File: config.mk
export PLATFORM = sky130hd
export DESIGN_NAME = uart_tx_arbiter
export DESIGN_NICKNAME = d
export VERILOG_FILES = /design/src/rtl/uart_tx_arbiter.sv
export SDC_FILE = /design/constraint.sdc
export NUM_CORES = 1
export LEC_CHECK = 0
export BUFFER_PORTS_ARGS = -buffer_cell sky130_fd_sc_hd__buf_2
export CAP_MARGIN = 10
export CORE_MARGIN = 3
export CORE_UTILIZATION = 40
export DETAILED_ROUTE_END_ITERATION = 10
export MAX_ROUTING_LAYER = met4
export PLACE_DENSITY = 0.71
export SKIP_LAST_GASP = 1
export SLEW_MARGIN = 20
export SYNTH_ARGS = -nofsm -noshare
export SYNTH_HDL_FRONTEND = slang
export SYNTH_SLANG_ARGS = --single-unit
File: constraint.sdc
create_clock -name clk -period 3.8 [get_ports clk]
set_input_delay 0.19 -clock clk [delete_from_list [all_inputs] [get_ports clk]]
set_output_delay 0.19 -clock clk [all_outputs]
set_load 0.05 [all_outputs]
File: src/rtl/uart_tx_arbiter.sv
// Round-robin scheduler that lets NUM_REQ byte producers share one UART transmitter.
// It issues one start pulse per frame, then applies a watchdog and an idle gap between frames.
module uart_tx_arbiter #(
    parameter int NUM_REQ        = 4,
    parameter int GAP_CYCLES     = 16,
    parameter int TIMEOUT_CYCLES = 8000
) (
    input  logic                 clk,
    input  logic                 rst_n,
    input  logic [NUM_REQ-1:0]   req_valid,
    input  logic [NUM_REQ*8-1:0] req_data,
    output logic [NUM_REQ-1:0]   req_ack,
    output logic                 tx_start,
    output logic [7:0]           tx_data,
    input  logic                 tx_done,
    output logic                 busy,
    output logic [2:0]           grant_id,
    output logic                 timeout_err
);

    localparam logic [2:0] ST_IDLE      = 3'd0;
    localparam logic [2:0] ST_START     = 3'd1;
    localparam logic [2:0] ST_WAIT_ACC  = 3'd2;
    localparam logic [2:0] ST_WAIT_DONE = 3'd3;
    localparam logic [2:0] ST_GAP       = 3'd4;

    localparam logic [15:0] TO_LAST  = 16'(TIMEOUT_CYCLES - 1);
    localparam logic [15:0] GAP_LAST = (GAP_CYCLES == 0) ? 16'd0 : 16'(GAP_CYCLES - 1);
    localparam logic [2:0]  LAST_IDX = 3'(NUM_REQ - 1);

    logic [2:0]         state_q, state_d;
    logic [2:0]         rr_ptr_q, rr_ptr_d;
    logic [15:0]        cnt_q, cnt_d;
    logic [7:0]         tx_data_q, tx_data_d;
    logic [2:0]         grant_id_q, grant_id_d;
    logic [NUM_REQ-1:0] req_ack_q, req_ack_d;
    logic               timeout_err_q, timeout_err_d;

    logic [7:0]         validPad;
    logic [3:0]         scanIdx;
    logic               pickFound;
    logic [2:0]         pickIdx;
    logic [7:0]         pickData;
    logic [NUM_REQ-1:0] pickAck;
    logic [15:0]        cntInc;

    assign validPad = 8'(req_valid);
    assign cntInc   = (cnt_q == 16'hFFFF) ? cnt_q : cnt_q + 16'd1;

    // First valid requester found scanning upward from rr_ptr, wrapping modulo NUM_REQ.
    always_comb begin
        pickFound = 1'b0;
        pickIdx   = '0;
        scanIdx   = '0;
        for (int k = 0; k < NUM_REQ; k++) begin
            scanIdx = {1'b0, rr_ptr_q} + 4'(k);
            if (scanIdx >= 4'(NUM_REQ)) begin
                scanIdx = scanIdx - 4'(NUM_REQ);
            end
            if (!pickFound && validPad[scanIdx[2:0]]) begin
                pickFound = 1'b1;
                pickIdx   = scanIdx[2:0];
            end
        end
    end

    always_comb begin
        pickData = '0;
        pickAck  = '0;
        for (int i = 0; i < NUM_REQ; i++) begin
            if (pickIdx == 3'(i)) begin
                pickData   = req_data[8*i +: 8];
                pickAck[i] = 1'b1;
            end
        end
    end

    always_comb begin
        state_d       = state_q;
        rr_ptr_d      = rr_ptr_q;
        cnt_d         = cnt_q;
        tx_data_d     = tx_data_q;
        grant_id_d    = grant_id_q;
        req_ack_d     = '0;
        timeout_err_d = timeout_err_q;
        case (state_q)
            ST_IDLE: begin
                if (pickFound) begin
                    tx_data_d  = pickData;
                    grant_id_d = pickIdx;
                    req_ack_d  = pickAck;
                    rr_ptr_d   = (pickIdx == LAST_IDX) ? 3'd0 : pickIdx + 3'd1;
                    state_d    = ST_START;
                end
            end
            ST_START: begin
                cnt_d   = '0;
                state_d = ST_WAIT_ACC;
            end
            ST_WAIT_ACC: begin
                if (!tx_done) begin
                    cnt_d   = '0;
                    state_d = ST_WAIT_DONE;
                end else if (cnt_q == TO_LAST) begin
                    timeout_err_d = 1'b1;
                    cnt_d         = '0;
                    state_d       = ST_GAP;
                end else begin
                    cnt_d = cntInc;
                end
            end
            ST_WAIT_DONE: begin
                if (tx_done) begin
                    cnt_d   = '0;
                    state_d = ST_GAP;
                end else if (cnt_q == TO_LAST) begin
                    timeout_err_d = 1'b1;
                    cnt_d         = '0;
                    state_d       = ST_GAP;
                end else begin
                    cnt_d = cntInc;
                end
            end
            ST_GAP: begin
                // A zero-length gap still spends one cycle here before returning to IDLE.
                if (cnt_q == GAP_LAST) begin
                    cnt_d   = '0;
                    state_d = ST_IDLE;
                end else begin
                    cnt_d = cntInc;
                end
            end
            default: begin
                cnt_d   = '0;
                state_d = ST_IDLE;
            end
        endcase
    end

    always_ff @(posedge clk) begin
        if (!rst_n) begin
            state_q       <= ST_IDLE;
            rr_ptr_q      <= '0;
            cnt_q         <= '0;
            tx_data_q     <= '0;
            grant_id_q    <= '0;
            req_ack_q     <= '0;
            timeout_err_q <= 1'b0;
        end else begin
            state_q       <= state_d;
            rr_ptr_q      <= rr_ptr_d;
            cnt_q         <= cnt_d;
            tx_data_q     <= tx_data_d;
            grant_id_q    <= grant_id_d;
            req_ack_q     <= req_ack_d;
            timeout_err_q <= timeout_err_d;
        end
    end

    assign req_ack     = req_ack_q;
    assign tx_start    = (state_q == ST_START);
    assign tx_data     = tx_data_q;
    assign busy        = (state_q != ST_IDLE);
    assign grant_id    = grant_id_q;
    assign timeout_err = timeout_err_q;

endmodule

After elaboration in Yosys (flattened, before gate mapping):

Cells that the tools add are included.
Widths: inputs -> output; s select.

* flip-flop bits (word level): 38
* input port bits: 39
* output and inout bits: 18

* reduce and logical (&&, ||, !) cells: 14
* $lt $le $gt $ge: 8
* equal/unequal tests: 14
* multiplexer cells: 45
* add/subtract/negate cells: 9

Operator list (count)
* $mux 16: 5
* $pmux 16 s4: 1
* $mux 3: 14
* $mux 8: 4
* $add 16x1->16 const B: 1
* $eq 16x13->1 const B: 1
* $eq 16x16->1 const B: 1
* $eq 16x4->1 const B: 1
* $lt 3x4->1 const B: 4
* $mux 1: 15
* $pmux 3 s5: 1
* $bmux 1 s3: 4
* $eq 3x2->1 const B: 4
* $ge 4x3->1 const B: 3
* $sub 3x3->3 const B: 4
* $add 3x2->4 const B: 2
* $ne 2x2->1 const B: 4
* $eq 3x1->1 const B: 2
* $logic_not 3->1: 2
* $reduce_and 3->1: 2
* $add 3x1->4 const B: 1
* $reduce_and 2->1: 2
* $add 3x1->3 const B: 1
* $eq 3x3->1 const B: 1
* 6 further kinds: 10

Logic depth before layout (Yosys ltp):

* word-level depth: 19
* gate-level depth with buffers: 16

Least setup slack after synthesis:

OpenSTA, ideal clock, no wires.

* kind: register -> register
* start point: reg rr_ptr_q[0]
* end point: reg tx_data_q[0] (netlist: tx_data[0])
* data arrival time: 3184 ps
* clock period less this slack: 3321 ps
* setup time: 137 ps
* setup slack: 479 ps
* cell stages (with the launch flop): 16
* cells stage by stage: dfxtp_1 buf_2 inv_1 ha_1 mux2i_1 nor2_1 o221a_2 a211oi_1 ha_1 clkbuf_1 nor2b_1 clkbuf_1 a221oi_1 nor3_1 a21oi_1 a211oi_1

* longest elaborated chain between the ends: 19
* elaborated cells between the ends (all ways): 46
* those cells by class: add/sub (7); order compare (4); eq/ne (3); mux (24); reduce/logical (8)

Ends and longest elaborated chain
* start, declared: line 32 `logic [2:0] rr_ptr_q, rr_ptr_d;`
* start signal, assigned: line 151 `rr_ptr_q <= rr_ptr_d;`
* parallel branches: the longest is 19 deep, another holds $add 3x1->4
* end signal, assigned: line 153 `tx_data_q <= tx_data_d;`
* end, declared: line 34 `logic [7:0] tx_data_q, tx_data_d;`

Several ways; the timed one is not identified. The select of a mux whose other input is x is not followed.
A chain may end at the register's enable or synchronous reset.

Worst setup path in the final report:

* start point: reg rr_ptr_q[1]
* end point: reg tx_data_q[4] (netlist: tx_data[4])

The elaborated chain is that of the path after synthesis.

==> results.md <==
- Setup tns final: 0 ns
- Max frequency: 0.296 GHz
- Initial antenna violation count: 0
- Top FF cell, synth: sky130_fd_sc_hd__dfxtp_1
- Number of top-level pins: 57
- Number of hold-slack violations in the final timing report: 0
- H-Tree Depth: 2
- Core footprint: 5610 µm²
- Layout cells sized above 1: 24.4%
- Setup-failing EPs final: 0
- Clock Sink Count: 38
- Worst endpoint data arrival time: 3.57 ns
- CP Capture Type: register
- Count of hold-fix buffers inserted at cts: 0
- Max Fanout on Critical Path: 9
- Slew Limit Headroom: 37.9%
- Most common cell in the synthesized netlist: sky130_fd_sc_hd__dfxtp_1
- Synthesized flop and latch total: 38
- Die Y: 82.9 µm
- Overall via count from detail_route: 2385
- Post-DR vias/cell: 5.90
- # nets final: 377
- Result of the run: finished, final reports clean
- Worst min path class: in2reg
- Cell with the most instances on the worst path: sky130_fd_sc_hd__ha_1
- Worst-Skew Late Latency: 0.30 ns
- Routed length per placed instance: 15.4 µm
- Net count after synthesis: 328
- Instance count along the most critical hold path: 3
- Post-CTS Setup Repair Bufs: 0
- TritonCTS buffer count: 5
- Die X: 82.9 µm
- Startpoint Class: register
- Unrepaired setup endpoints after global routing: no
- Wire length of the first global-routing pass: 10900 µm
- Clk_skew: 0.0101 ns
- R2R depth: 12
- Endpoint required time on the critical path: 3.99 ns
- Max-capacitance violation count: 0
- First-pass iteration count of the detailed router: 5
- Synth cell count leaders: sky130_fd_sc_hd__dfxtp_1 (38), sky130_fd_sc_hd__a21oi_1 (24), sky130_fd_sc_hd__nor2_1 (23)
- Lkg Pwr: 1.05 nW
- Share of synthesized area occupied by flip-flops and latches: 32.2%
- Via count of the first global-routing pass: 2401
- EDFF count, synth: 0
- Cell at the root of the clock tree: sky130_fd_sc_hd__clkbuf_8
- Number of warnings reported in the yosys synthesis log: 0
- Clock-pin transition on the worst setup and hold timing paths: 0.08 ns
- Quantity of gates resized following cts: 0
- Path type of the worst setup path: reg2reg
- Crit share post-route: 88.8%
- Async set or reset register ratio after synthesis: 0%
- First-iteration detailed-routing DRC count: 168
- Number of diodes: 0
- Critical path's largest stage delay: 0.51 ns
- Post-detail-place hpwl: 4440 µm
- Areal power density over the cells: 678 nW/µm²
- Worst hold slack after final layout: 0.226 ns
- Tot GR Track Use: 18.8%
- Area added between synthesis and finish: 17.7%
- Syn avg cell area: 8.39 µm²
- Final Routed Wirelength: 6220 µm
- List of cells traversed by the critical path: inv_1 -> ha_1 -> mux2i_1 -> nor2_1 -> a2111oi_0 -> a211oi_2 -> ha_1 -> nor2b_2 -> a221oi_1 -> nor3_1 -> a21oi_1 -> a211oi_1
- Buffers added on ports: 56
- Final slew viol count: 0
- Transition at the pin with the smallest max-transition slack: 0.928 ns
- Total congestion overflow after global routing: 0
- Number of fill cells: 562
- Final standard cell count with taps included and fillers excluded: 404
- Clock Tree Buf Depth: 2
- Pwr Total: 1.89 mW
- Maximum number of pins on one net before global-route repair: 25
- CTS tree: yes
- Top area cells in the synthesized netlist: sky130_fd_sc_hd__dfxtp_1 (32%), sky130_fd_sc_hd__a21oi_1 (5.1%), sky130_fd_sc_hd__a211oi_1 (5.1%)
- Remaining number of nets flagged by the antenna check after routing: 0
- Post-synthesis cell count: 282
- Proportion of netlist area held by the largest area contributor: 32.2%
- Min cycle time layout: 3.37 ns
- Std cell rows: 27
- Standard cell with the maximum stage delay on the critical path: sky130_fd_sc_hd__dfxtp_1
- Placed instance count: 396
- Drt drc: 0
- Placer's final routability congestion estimate: 0.889
- Worst supply voltage drop on vdd: 0.000401 V
- Cell type with the largest total area after synthesis: sky130_fd_sc_hd__dfxtp_1
- Total Die Area: 6870 µm²
- Starting density of the core: 42.2%
- Yosys cell types: 51
- Combined area of all synthesized cells: 2370 µm²
-- layout by cell type, fill, tap and decap left out, types with 3 or more instances in the layout --
cell / synthesis / routed
sky130_fd_sc_hd__a2111oi_0: 3 / 3
sky130_fd_sc_hd__a211oi_1: 16 / 15
sky130_fd_sc_hd__a21oi_1: 24 / 24
sky130_fd_sc_hd__a221oi_1: 11 / 11
sky130_fd_sc_hd__and2_1: 3 / 3
sky130_fd_sc_hd__and3_1: 8 / 8
sky130_fd_sc_hd__and4_1: 4 / 4
sky130_fd_sc_hd__buf_2: 1 / 56
sky130_fd_sc_hd__buf_4: 0 / 3
sky130_fd_sc_hd__clkbuf_8: 0 / 6
sky130_fd_sc_hd__dfxtp_1: 38 / 38
sky130_fd_sc_hd__ha_1: 7 / 6
sky130_fd_sc_hd__inv_1: 8 / 8
sky130_fd_sc_hd__mux2i_1: 7 / 7
sky130_fd_sc_hd__nand2_1: 10 / 10
sky130_fd_sc_hd__nand2b_1: 5 / 5
sky130_fd_sc_hd__nand3_1: 9 / 9
sky130_fd_sc_hd__nand4_1: 4 / 4
sky130_fd_sc_hd__nor2_1: 23 / 23
sky130_fd_sc_hd__nor2b_1: 12 / 11
sky130_fd_sc_hd__nor3_1: 13 / 13
sky130_fd_sc_hd__o2111ai_1: 3 / 3
sky130_fd_sc_hd__o211ai_1: 9 / 9
sky130_fd_sc_hd__o21ai_0: 5 / 5
sky130_fd_sc_hd__or4_1: 3 / 3
sky130_fd_sc_hd__xnor2_1: 7 / 7
sky130_fd_sc_hd__xor2_1: 3 / 3
-- worst paths after layout --
path | from | to | slack (ns)
worst max-delay path | rr_ptr_q[1] | tx_data[4] | 0.43
worst max register to register | rr_ptr_q[1] | tx_data[4] | 0.43
worst min-delay path | req_data[26] | tx_data[2] | 0.23
worst min register to register | timeout_err | timeout_err | 0.48
-- worst max-delay path: cells and delay by family, from the launching register on --
kind	cells	cell delay, ns
buffers and inverters	1	0.10
AOI/OAI and AO/OA	5	1.15
DFF	1	0.51
muxes	1	0.27
adders and majority gates	2	0.65
and+or+nand+nor	3	0.58
-- power breakdown --
group	total, mW	internal, mW	switching [mW]
Sequential	0.527	0.472	0.0554
Combinational	1.07	0.367	0.702
Clock	0.292	0.146	0.146
-- area by class of cell --
cell class	instances	area, µm²	share of cell area [%]
timing repair buffer	59	303	10.9
tap	72	90.1	3.24
sequential	38	761	27.3
inverter	10	37.5	1.35
clock inverter	2	12.5	0.449
clock buffer	6	82.6	2.97
multi-input combinational	217	1500	53.8
-- registers in the layout (all words and copies together), names as in the netlist --
name and count:
grant_id 3, req_ack 4, cnt_q 16, timeout_err 1, state_q 3, rr_ptr_q 3, tx_data 8
-- cells by family after synthesis --
logic type      count (synthesis)  share of synthesized area, %
flops                          38                          32.2
buf+inv                        27                          4.97
fa+ha+maj                       7                          3.70
xor+xnor                       10                          3.70
simple gates                  105                          24.7
mux                             8                          3.91
compound gates                 87                          26.8
-- stage by stage --
step / area, µm² / worst slack [ns] / util [%]
after global routing: 2780 / 0.0556 / 49.6
after floorplan: 2370 / 0.479 / -
after global placement: 2680 / 0.338 / 47.8
after CTS: 2770 / 0.166 / 49.5
final: 2780 / 0.425 / 49.6
after detailed placement: 2680 / 0.208 / 47.8
-- per-layer routing --
layer	vias to the layer above	global-route usage, %	part of all wire, %
li1	1174	-	-
met1	1144	23.2	45
met2	57	32.2	51
met3	10	2.78	3.9
met4	0	4.90	0.98
met5	-	-	0
No activity file was read; power rests on OpenSTA's default activity.
